File: src/rtl/spi_cmd_pkg.sv
// Shared constants for the SPI command controller:
// opcodes, frame/header field positions, FSM encoding.
package spi_cmd_pkg;

  localparam logic [3:0] OPC_NOP    = 4'h0;
  localparam logic [3:0] OPC_WRITE  = 4'h1;
  localparam logic [3:0] OPC_READ   = 4'h2;
  localparam logic [3:0] OPC_START  = 4'h3;
  localparam logic [3:0] OPC_STATUS = 4'h4;

  // Bit positions inside the top byte of a frame,
  // counted from DATA_W upward.
  localparam int OPC_MSB  = 7;
  localparam int ADDR_MSB = 3;

  // Response header bit positions.
  localparam int HDR_SEQ_LSB = 4;
  localparam int HDR_ERR     = 3;
  localparam int HDR_BUSY    = 2;

  localparam logic [2:0] ST_IDLE   = 3'd0;
  localparam logic [2:0] ST_DECODE = 3'd1;
  localparam logic [2:0] ST_EXEC   = 3'd2;
  localparam logic [2:0] ST_WAIT   = 3'd3;
  localparam logic [2:0] ST_COMMIT = 3'd4;

endpackage

File: src/rtl/spi_cmd_ctrl_if.sv
// Frame bundle between SPI slave (master modport) and
// command controller (slave modport): RECEIVED, RXED, TO_SEND.
interface spi_cmd_ctrl_if #(
  parameter int DATA_W = 128
);
  logic [DATA_W+7:0] RECEIVED;
  logic              RXED;
  logic [DATA_W+7:0] TO_SEND;

  modport master (
    output RECEIVED,
    output RXED,
    input  TO_SEND
  );

  modport slave (
    input  RECEIVED,
    input  RXED,
    output TO_SEND
  );
endinterface

File: src/rtl/spi_cfg_regfile.sv
// NREG x DATA_W config bank: one write port, one comb read
// port, flattened cfg output, synchronous reset to zero.
module spi_cfg_regfile #(
  parameter int DATA_W = 128,
  parameter int NREG   = 4
) (
  input  logic                   clk,
  input  logic                   rst,
  input  logic                   we,
  input  logic [3:0]             addr,
  input  logic [DATA_W-1:0]      wdata,
  output logic [DATA_W-1:0]      rdata,
  output logic [NREG*DATA_W-1:0] cfg
);

  logic [NREG*DATA_W-1:0] cfg_q, cfg_d;

  // Addresses >= NREG match no entry: read 0, no write.
  always_comb begin
    cfg_d = cfg_q;
    rdata = '0;
    for (int k = 0; k < NREG; k++) begin
      if (addr == 4'(k)) begin
        rdata = cfg_q[k*DATA_W +: DATA_W];
        if (we) begin
          cfg_d[k*DATA_W +: DATA_W] = wdata;
        end
      end
    end
  end

  always_ff @(posedge clk) begin
    if (rst) begin
      cfg_q <= '0;
    end else begin
      cfg_q <= cfg_d;
    end
  end

  assign cfg = cfg_q;

endmodule

File: src/rtl/spi_cmd_ctrl.sv
// Decodes SPI frames, executes them on the config bank,
// pulses START, stages the response on frm.TO_SEND.
// Ports: CLK, RESET, frm (slave), BUSY_IN, STAT_IN,
// CFG, START, ERR_CNT.
module spi_cmd_ctrl #(
  parameter int DATA_W = 128,
  parameter int NREG   = 4
) (
  input  logic                   CLK,
  input  logic                   RESET,
  spi_cmd_ctrl_if.slave          frm,
  input  logic                   BUSY_IN,
  input  logic [DATA_W-1:0]      STAT_IN,
  output logic [NREG*DATA_W-1:0] CFG,
  output logic                   START,
  output logic [7:0]             ERR_CNT
);
  import spi_cmd_pkg::*;

  localparam int LENGTH = DATA_W + 8;
  localparam logic [4:0] NREG5 = 5'(NREG);

  logic              rxed_dly_q, rxed_dly_d;
  logic [2:0]        state_q, state_d;
  logic [LENGTH-1:0] cmd_q, cmd_d;
  logic              err_q, err_d;
  logic              busy_q, busy_d;
  logic [DATA_W-1:0] rdata_q, rdata_d;
  logic [LENGTH-1:0] resp_q, resp_d;
  logic [LENGTH-1:0] to_send_q, to_send_d;
  logic [3:0]        seq_q, seq_d;
  logic              start_q, start_d;
  logic [7:0]        err_cnt_q, err_cnt_d;

  logic [3:0]        opc, addr;
  logic [DATA_W-1:0] data, rf_rdata, dec_rdata;
  logic              rise, addr_bad, dec_err, we;

  assign opc  = cmd_q[DATA_W+OPC_MSB -: 4];
  assign addr = cmd_q[DATA_W+ADDR_MSB -: 4];
  assign data = cmd_q[DATA_W-1:0];
  assign rise = frm.RXED & ~rxed_dly_q;
  assign addr_bad = {1'b0, addr} >= NREG5;

  assign we = (state_q == ST_EXEC) &&
              (opc == OPC_WRITE) && !err_q;

  spi_cfg_regfile #(
    .DATA_W (DATA_W),
    .NREG   (NREG)
  ) u_rf (
    .clk   (CLK),
    .rst   (RESET),
    .we    (we),
    .addr  (addr),
    .wdata (data),
    .rdata (rf_rdata),
    .cfg   (CFG)
  );

  // Errors force RDATA to zero: only good paths load it.
  always_comb begin
    dec_err   = 1'b0;
    dec_rdata = '0;
    unique case (opc)
      OPC_NOP: ;
      OPC_WRITE: begin
        if (addr_bad) dec_err = 1'b1;
        else dec_rdata = data;
      end
      OPC_READ: begin
        if (addr_bad) dec_err = 1'b1;
        else dec_rdata = rf_rdata;
      end
      OPC_START:  dec_err = BUSY_IN;
      OPC_STATUS: dec_rdata = STAT_IN;
      default:    dec_err = 1'b1;
    endcase
  end

  always_comb begin
    rxed_dly_d = frm.RXED;
    state_d    = state_q;
    cmd_d      = cmd_q;
    err_d      = err_q;
    busy_d     = busy_q;
    rdata_d    = rdata_q;
    resp_d     = resp_q;
    to_send_d  = to_send_q;
    seq_d      = seq_q;
    start_d    = 1'b0;
    err_cnt_d  = err_cnt_q;
    unique case (state_q)
      ST_IDLE: begin
        if (rise) begin
          cmd_d   = frm.RECEIVED;
          state_d = ST_DECODE;
        end
      end
      ST_DECODE: begin
        err_d   = dec_err;
        busy_d  = BUSY_IN;
        rdata_d = dec_rdata;
        state_d = ST_EXEC;
      end
      ST_EXEC: begin
        start_d = (opc == OPC_START) && !err_q;
        if (err_q && err_cnt_q != 8'hFF) begin
          err_cnt_d = err_cnt_q + 8'd1;
        end
        resp_d  = {seq_q, err_q, busy_q,
                   opc[1:0], rdata_q};
        state_d = ST_WAIT;
      end
      // Level test also covers a fall seen during DECODE/EXEC.
      ST_WAIT: begin
        if (!frm.RXED) state_d = ST_COMMIT;
      end
      ST_COMMIT: begin
        to_send_d = resp_q;
        seq_d     = seq_q + 4'd1;
        state_d   = ST_IDLE;
      end
      default: state_d = ST_IDLE;
    endcase
  end

  // Delay reg resets high: a frame already complete at
  // reset release is not seen as a new rise.
  always_ff @(posedge CLK) begin
    if (RESET) begin
      rxed_dly_q <= 1'b1;
      state_q    <= ST_IDLE;
      cmd_q      <= '0;
      err_q      <= 1'b0;
      busy_q     <= 1'b0;
      rdata_q    <= '0;
      resp_q     <= '0;
      to_send_q  <= '0;
      seq_q      <= '0;
      start_q    <= 1'b0;
      err_cnt_q  <= '0;
    end else begin
      rxed_dly_q <= rxed_dly_d;
      state_q    <= state_d;
      cmd_q      <= cmd_d;
      err_q      <= err_d;
      busy_q     <= busy_d;
      rdata_q    <= rdata_d;
      resp_q     <= resp_d;
      to_send_q  <= to_send_d;
      seq_q      <= seq_d;
      start_q    <= start_d;
      err_cnt_q  <= err_cnt_d;
    end
  end

  assign frm.TO_SEND = to_send_q;
  assign START       = start_q;
  assign ERR_CNT     = err_cnt_q;

endmodule

File: src/flat_wrapper.sv
// flat-port wrapper written by rule: the top's interface ports become plain ports
module spi_cmd_ctrl_flat import spi_cmd_pkg::*;
#(
  parameter int DATA_W = 128,
  parameter int NREG   = 4
)
  (CLK, RESET, BUSY_IN, STAT_IN, CFG, START, ERR_CNT, frm_RECEIVED, frm_RXED, frm_TO_SEND);
  spi_cmd_ctrl_if #(.DATA_W(DATA_W)) frm_i ();
  input  logic CLK;
  input  logic RESET;
  input  logic BUSY_IN;
  input  logic [DATA_W-1:0] STAT_IN;
  output logic [NREG*DATA_W-1:0] CFG;
  output logic START;
  output logic [7:0] ERR_CNT;
  input wire logic [$bits(frm_i.RECEIVED)-1:0] frm_RECEIVED;
  input wire logic [$bits(frm_i.RXED)-1:0] frm_RXED;
  output wire logic [$bits(frm_i.TO_SEND)-1:0] frm_TO_SEND;
  assign frm_i.RECEIVED = frm_RECEIVED;
  assign frm_i.RXED = frm_RXED;
  assign frm_TO_SEND = frm_i.TO_SEND;
  spi_cmd_ctrl #(.DATA_W(DATA_W), .NREG(NREG)) u_core (.CLK(CLK), .RESET(RESET), .frm(frm_i), .BUSY_IN(BUSY_IN), .STAT_IN(STAT_IN), .CFG(CFG), .START(START), .ERR_CNT(ERR_CNT));
endmodule
File: config.mk
export PLATFORM = sky130hd
export DESIGN_NAME = spi_cmd_ctrl_flat
export DESIGN_NICKNAME = d
export VERILOG_FILES = /design/src/rtl/spi_cmd_pkg.sv /design/src/rtl/spi_cmd_ctrl_if.sv /design/src/rtl/spi_cfg_regfile.sv /design/src/rtl/spi_cmd_ctrl.sv /design/src/flat_wrapper.sv
export SDC_FILE = /design/constraint.sdc
export NUM_CORES = 2
export LEC_CHECK = 0
export ABC_AREA = 1
export BUFFER_PORTS_ARGS = -buffer_cell sky130_fd_sc_hd__buf_2
export CORE_AREA = 4 4 356 358
export CTS_CLUSTER_SIZE = 16
export DETAILED_ROUTE_END_ITERATION = 10
export DIE_AREA = 0 0 360 362
export GPL_TIMING_DRIVEN = 1
export SYNTH_ARGS = -nofsm -noshare
export SYNTH_HDL_FRONTEND = slang
export SYNTH_SLANG_ARGS = --single-unit
File: constraint.sdc
create_clock -name CLK -period 2.25 [get_ports CLK]
set_clock_uncertainty 0.15 [all_clocks]
set_input_delay 0.3375 -clock CLK [delete_from_list [all_inputs] [get_ports CLK]]
set_output_delay 0.3375 -clock CLK [all_outputs]
set_load 0.05 [all_outputs]
Word-level counts from Yosys, hierarchy flattened --
Cells that the tools add are included.
Storage, ports and cells: bits in read-only memories 0, bits in latches 0, register bits 1067, memory bits (writable) 0, output and inout bits 657, word-level logic and storage cells 65, memories 0, input bits 268
Operators by class: $add $sub $neg 2, magnitude comparators 1, shift operators 0, multipliers 0, equal/unequal tests 14, divide/modulo/power cells 0, reduce and logical (&&, ||, !) cells 18, multiplexer cells 12, bitwise operators 3
Operators by type and width (number):
- 128-bit two-way mux | 6
- 128-bit case mux with 3 select lines | 1
- 4-bit by 2-bit equality test with 1-bit output (second input constant) | 4
- 2-bit AND reduction | 7
- 3-bit case mux with 4 select lines | 1
- 8-bit by 1-bit adder with 8-bit output (second input constant) | 1
- 4-bit by 1-bit equality test with 1-bit output (second input constant) | 2
- 4-bit zero test | 2
- 8-bit != test (second input constant) | 1
- 3-bit by 2-bit equality test with 1-bit output (second input constant) | 2
- 3-bit two-way mux | 2
- 2-bit OR reduction | 3
- 4-bit by 1-bit adder with 4-bit output (second input constant) | 1
- 4-bit by 3-bit equality test with 1-bit output (second input constant) | 1
- 4-bit by 3-bit >= comparator with 1-bit output (second input constant) | 1
- 1-bit logical AND | 4
- 3-bit by 1-bit equality test with 1-bit output (second input constant) | 1
- 3-bit equality test (second input constant) | 1
- 3-bit zero test | 1
- 1-bit case mux with 3 select lines | 1
- 2-bit by 1-bit != test with 1-bit output (second input constant) | 1
- 2-bit != test (second input constant) | 1
- 1-bit inverter | 2
- 1-bit AND | 1
- other kinds (2) | 2

Longest topological paths before layout --
depth after elaboration 7, depth in mapped cells 13

By module --
Synthesis repeated with hierarchy kept, for this count alone.
Second synthesis, totals: cells, all modules 8208, area total of the unflattened synthesis 52133.8 µm²
By module, submodules not included:
- spi_cfg_regfile | area each 28602.4 µm², cells an instance 4760, instances 1, sequential area each 10249.8 µm²
- spi_cmd_ctrl | area each 23531.3 µm², cells an instance 3448, instances 1, sequential area each 11110.7 µm²

Worst setup path before layout --
Ideal clock, no wire load.
path type register to register, from reg u_core.err_cnt_q[1], in the netlist u_core.ERR_CNT[1], to reg u_core.err_cnt_q[3], in the netlist u_core.ERR_CNT[3], slack 0.333 ns, period minus slack after synthesis 1.917 ns, stages on the path, launching flop included 9, arrival 1.621 ns, data required time 1.954 ns, cells stage by stage dfxtp_1 -> ha_1 -> nand3_1 -> inv_1 -> nand2_1 -> nand3_1 -> nor2_1 -> o21ai_0 -> a21oi_1
On the way: cells in the longest elaborated chain, start to end 3, elaborated cells on any way between the ends 4, those cells by class add/sub (1); eq/ne (1); reduce/logical (2)
RTL lines:
- start, declared | RTL line spi_cmd_ctrl.sv:33 | logic [7:0] err_cnt_q, err_cnt_d;
- start signal, assigned | RTL line spi_cmd_ctrl.sv:154 | err_cnt_q <= err_cnt_d;
- branches (longest 3 deep; another with 8-bit by 1-bit adder with 8-bit output)
Parallel ways; which one is timed is not known. A chain may end at the register's enable or synchronous reset.

Worst setup path in the final report --
from reg u_core.state_q[0], to reg u_core.cmd_q[49]
On the way: cells in the longest elaborated chain, start to end 2
RTL lines:
- start, declared | RTL line spi_cmd_ctrl.sv:24 | logic [2:0] state_q, state_d;
- start signal, assigned | RTL line spi_cmd_ctrl.sv:145 | state_q <= state_d;
- 3-bit zero test | RTL line spi_cmd_ctrl.sv:93 | unique case (state_q)
- 2-bit AND reduction (no source line)
- end signal, assigned | RTL line spi_cmd_ctrl.sv:146 | cmd_q <= cmd_d;
- end, declared | RTL line spi_cmd_ctrl.sv:25 | logic [LENGTH-1:0] cmd_q, cmd_d;
Every way passes these cells.

==> flow_summary.rst <==
.. list-table::
   :header-rows: 1

   * - Metric
     - Value
   * - Total track usage
     - 29.3%
   * - Layout filler cell count
     - 12400
   * - Slew at the pin with the worst max-slew slack
     - 0.798 ns
   * - Worst flop-to-flop path startpoint
     - u_core.state_q[0]
   * - Launch point of the critical path
     - u_core.state_q[0]
   * - Area delta synth->final
     - 30.4%
   * - Critical path capture point
     - u_core.cmd_q[49]
   * - Maximum vdd ir drop
     - 705 uV
   * - Width of the die
     - 360 um
   * - Post-synthesis net count
     - 6783
   * - Via total after detailed routing
     - 48700
   * - Warnings from Yosys
     - 0
   * - Number of standard cells after synthesis
     - 6513
   * - Portion of total power attributed to combinational logic
     - around 12%
   * - Distinct cell type count of the synthesized netlist
     - 30
   * - TritonCTS Buffers
     - 117
   * - Worst slew margin relative to its limit
     - between 40% and 50%
   * - Largest fanout of any net on the critical path
     - between 60 and 70
   * - Fin nets
     - between 7000 and 8000
   * - Syn avg cell area
     - 6.84 um^2
   * - First-pass detailed-route iteration total
     - 6
   * - Detail-routed net length per standard cell
     - between 20 and 25 um
   * - Ratio of final minimum period to clock period
     - between 90 and 100%
   * - Fraction of registers with async set/reset
     - 0%
   * - P_int
     - 33.0 mW
   * - Final Instance Count excl. Fillers
     - between 9000 and 10000
   * - Final global-route overflow total
     - 0
   * - CTS Buffer Depth
     - 3
   * - Fmax
     - 449 MHz
   * - Leakage power
     - 29.3 nW
   * - Pwr Density
     - approximately 800 mW/mm^2
   * - Floorplan Core Area
     - 0.123 mm^2
   * - Total net switching power
     - 12.5 mW
   * - Setup TNS
     - 0 ns
   * - Area share of the largest cell type after synthesis
     - 47.9%
   * - Maximum number of pins on one net before global-route repair
     - between 100 and 150
   * - Class of the most critical hold timing path
     - input pin to register
   * - Class of the most critical setup path
     - register to register
   * - Layout cells sized above 1
     - 17.4%
   * - FF-to-FF path depth
     - 7
   * - Final setup fails
     - 0
   * - DP Wirelength
     - between 100000 and 150000 um
   * - Outcome
     - finished, final reports clean
   * - Hold Fails Final Rpt
     - 0
   * - Required arrival time at the worst endpoint
     - 2.73 ns
   * - Placed cell count
     - 8715
   * - Critical path data arrival time
     - 2.71 ns
   * - Endpoint kind of the worst setup timing path
     - register
   * - Die Height
     - 362 um
   * - Routed wire length
     - 202000 um
   * - Detailed Route Iter0 Violations
     - 4976
   * - Number of buffers inserted by port buffering
     - 924
   * - Clock latency at the later pin of the worst-skew pair
     - roughly 0.75 ns
   * - Clock transition at the register clock pins on the worst setup and hold paths after CTS
     - 0.06 ns
   * - Worst setup slack after placement
     - 0.0905 ns
   * - Total die area
     - 0.130 mm^2
   * - Standard-cell rows
     - roughly 130
   * - Switching Share
     - about 27%
   * - Number of synthesized flops with an enable pin
     - 0
   * - Count of max-cap constraint violations
     - 0
   * - Clock network power share
     - 44.0%
   * - Initial Util
     - a little over a third
   * - Synth area leaders
     - sky130_fd_sc_hd__dfxtp_1, sky130_fd_sc_hd__nor2_1, sky130_fd_sc_hd__o21ai_0
   * - Drt drc
     - 0
   * - Wire length of the first global-routing pass
     - 297000 um
   * - Seq. cell area
     - 0.0214 mm^2
   * - Via count of the first global-routing pass
     - 46000
   * - Total clock sinks
     - 1067
   * - Commonest cells after routing, fill and taps aside
     - sky130_fd_sc_hd__nor2_1, sky130_fd_sc_hd__dfxtp_1, sky130_fd_sc_hd__buf_2, sky130_fd_sc_hd__o21ai_0, sky130_fd_sc_hd__nand2_1
   * - Destination of the worst register-to-register timing path
     - u_core.cmd_q[49]
   * - Sequential fraction of the synthesis area
     - 47.9%
   * - TritonCTS clock tree
     - done
   * - Worst reg2reg setup slack
     - 0.02 ns
   * - CTS HTree Levels
     - 3
   * - Synthesized flop and latch total
     - 1067
   * - Seq pwr share
     - ~44%
   * - Cell at the root of the clock tree
     - sky130_fd_sc_hd__clkbuf_16
   * - Num ports
     - 925
   * - Top cell type by total area after synthesis
     - sky130_fd_sc_hd__dfxtp_1
   * - Mapped Area
     - 0.0446 mm^2
   * - Routed via count divided by cell count
     - 5.29
   * - Final critical-path required period
     - 2.23 ns
   * - Most common library cell in the layout ignoring fill and taps
     - sky130_fd_sc_hd__nor2_1
   * - Number of pins with negative max-slew slack in the final report
     - 0
   * - Setup repair after global routing missed its margin
     - yes
   * - Final weighted congestion of routability-driven global placement
     - just under 0.9
   * - Area taken by multi-input logic gates
     - 0.0205 mm^2
   * - Setup slack after layout
     - 0.0221 ns
   * - Critical Path Source Type
     - register
   * - Main flop type after synthesis
     - sky130_fd_sc_hd__dfxtp_1
   * - Residual antenna-violating net count after detailed routing
     - 0
   * - Initial antenna violation count
     - 4
routing by layer:
| metal | up-vias | GRT usage, % | share of wire, % |
|---|---|---|---|
| li1 | 22800 | - | - |
| met4 | 6 | 14.7 | 5.3 |
| met3 | 490 | 8.19 | 9.5 |
| met2 | 2399 | 46.8 | 45 |
| met5 | - | 0 | 0.020 |
| met1 | 23000 | 36.3 | 40 |
how the worst min path moves through the flow:
stage,startpoint,to,slack (ns),cells after the start
final,STAT_IN[102],u_core.rdata_q[102],0.06,7
after global routing,STAT_IN[103],u_core.rdata_q[103],0.06,7
after global placement,u_core.resp_q[131],u_core.resp_q[131],0.29,2
after floorplan,frm_RXED,u_core.rxed_dly_q,0.28,2
after CTS,STAT_IN[12],u_core.rdata_q[12],0.0007,7
after detailed placement,u_core.resp_q[131],u_core.resp_q[131],0.30,2
kinds of logic after synthesis:
kind of cell / count (synthesis) / synth area share [%]
simple gates: 3550 / 31.2
compound gates: 1214 / 14.4
flops: 1067 / 47.9
buf+inv: 678 / 6.47
xor+xnor: 2 / 0.0393
fa+ha+maj: 2 / 0.0561
through the flow:
| stage | util [%] | hold WS [ns] | power [mW] | cell area (um^2) |
|---|---|---|---|---|
| global route | 47.1 | 0.0605 | 47.0 | 58100 |
| finish | 47.1 | 0.0575 | 45.5 | 58100 |
| CTS | 47.0 | 0.000659 | 45.6 | 58000 |
| global placement | 41.6 | 0.288 | 25.4 | 51400 |
| detailed placement | 41.6 | 0.298 | 25.4 | 51400 |
| floorplan | - | 0.279 | 23.2 | 44600 |
final cells by class:
| cell class | instances | area share, % |
|---|---|---|
| Inverter | 162 | 1.09 |
| Clock buffer | 172 | 6.03 |
| Multi-Input combinational cell | 4768 | 35.2 |
| Timing Repair Buffer | 1351 | 16.5 |
| Sequential cell | 1067 | 36.8 |
| Clock inverter | 42 | 0.837 |
| Antenna cell | 3 | 0.0129 |
| Tap cell | 1637 | 3.52 |
worst max-delay path, cell delays in order, from the launching register on:
cell	delay [ns]
sky130_fd_sc_hd__dfxtp_1	0.40
sky130_fd_sc_hd__nor2_4	0.21
sky130_fd_sc_hd__nand2_1	0.12
sky130_fd_sc_hd__nor2_4	0.22
sky130_fd_sc_hd__inv_6	0.27
sky130_fd_sc_hd__buf_12	0.30
sky130_fd_sc_hd__nor2_1	0.26
sky130_fd_sc_hd__nor2_1	0.08
registers in the layout (all words and copies together) (netlist names):
name,flops
u_core.cmd_q,136
u_core.rxed_dly_q,1
u_core.rdata_q,128
u_core.u_rf.cfg,512
u_core.busy_q,1
u_core.ERR_CNT,8
u_core.frm.TO_SEND,136
u_core.seq_q,4
u_core.err_q,1
u_core.START,1
u_core.resp_q,136
u_core.state_q,3
repair_timing:
action	CTS	global route
gates resized for setup	0	10
hold buffers	262	0
hold endpoints to repair	307	0
endpoints found under the setup margin	0	33
buffers inserted	0	5
cells in the mapped netlist, types with 4 or more instances:
master,instances
sky130_fd_sc_hd__clkbuf_1,241
sky130_fd_sc_hd__a21oi_1,152
sky130_fd_sc_hd__buf_2,253
sky130_fd_sc_hd__nand2_1,667
sky130_fd_sc_hd__buf_4,6
sky130_fd_sc_hd__o21ai_1,105
sky130_fd_sc_hd__o21ai_0,827
sky130_fd_sc_hd__dfxtp_1,1067
sky130_fd_sc_hd__nor3_1,4
sky130_fd_sc_hd__nor2_1,2468
sky130_fd_sc_hd__o211ai_1,128
sky130_fd_sc_hd__inv_1,158
sky130_fd_sc_hd__nand3_1,396
sky130_fd_sc_hd__buf_1,16
power groups by stage:
stage	Clock [mW]	Combinational [mW]	Sequential, mW
floorplan	0	2.64	20.6
global placement	0	4.79	20.6
detailed placement	0	4.83	20.6
CTS	20.3	5.19	20.2
global route	21.0	5.72	20.3
finish	20.0	5.28	20.2
(Power assumes the default switching activity.)
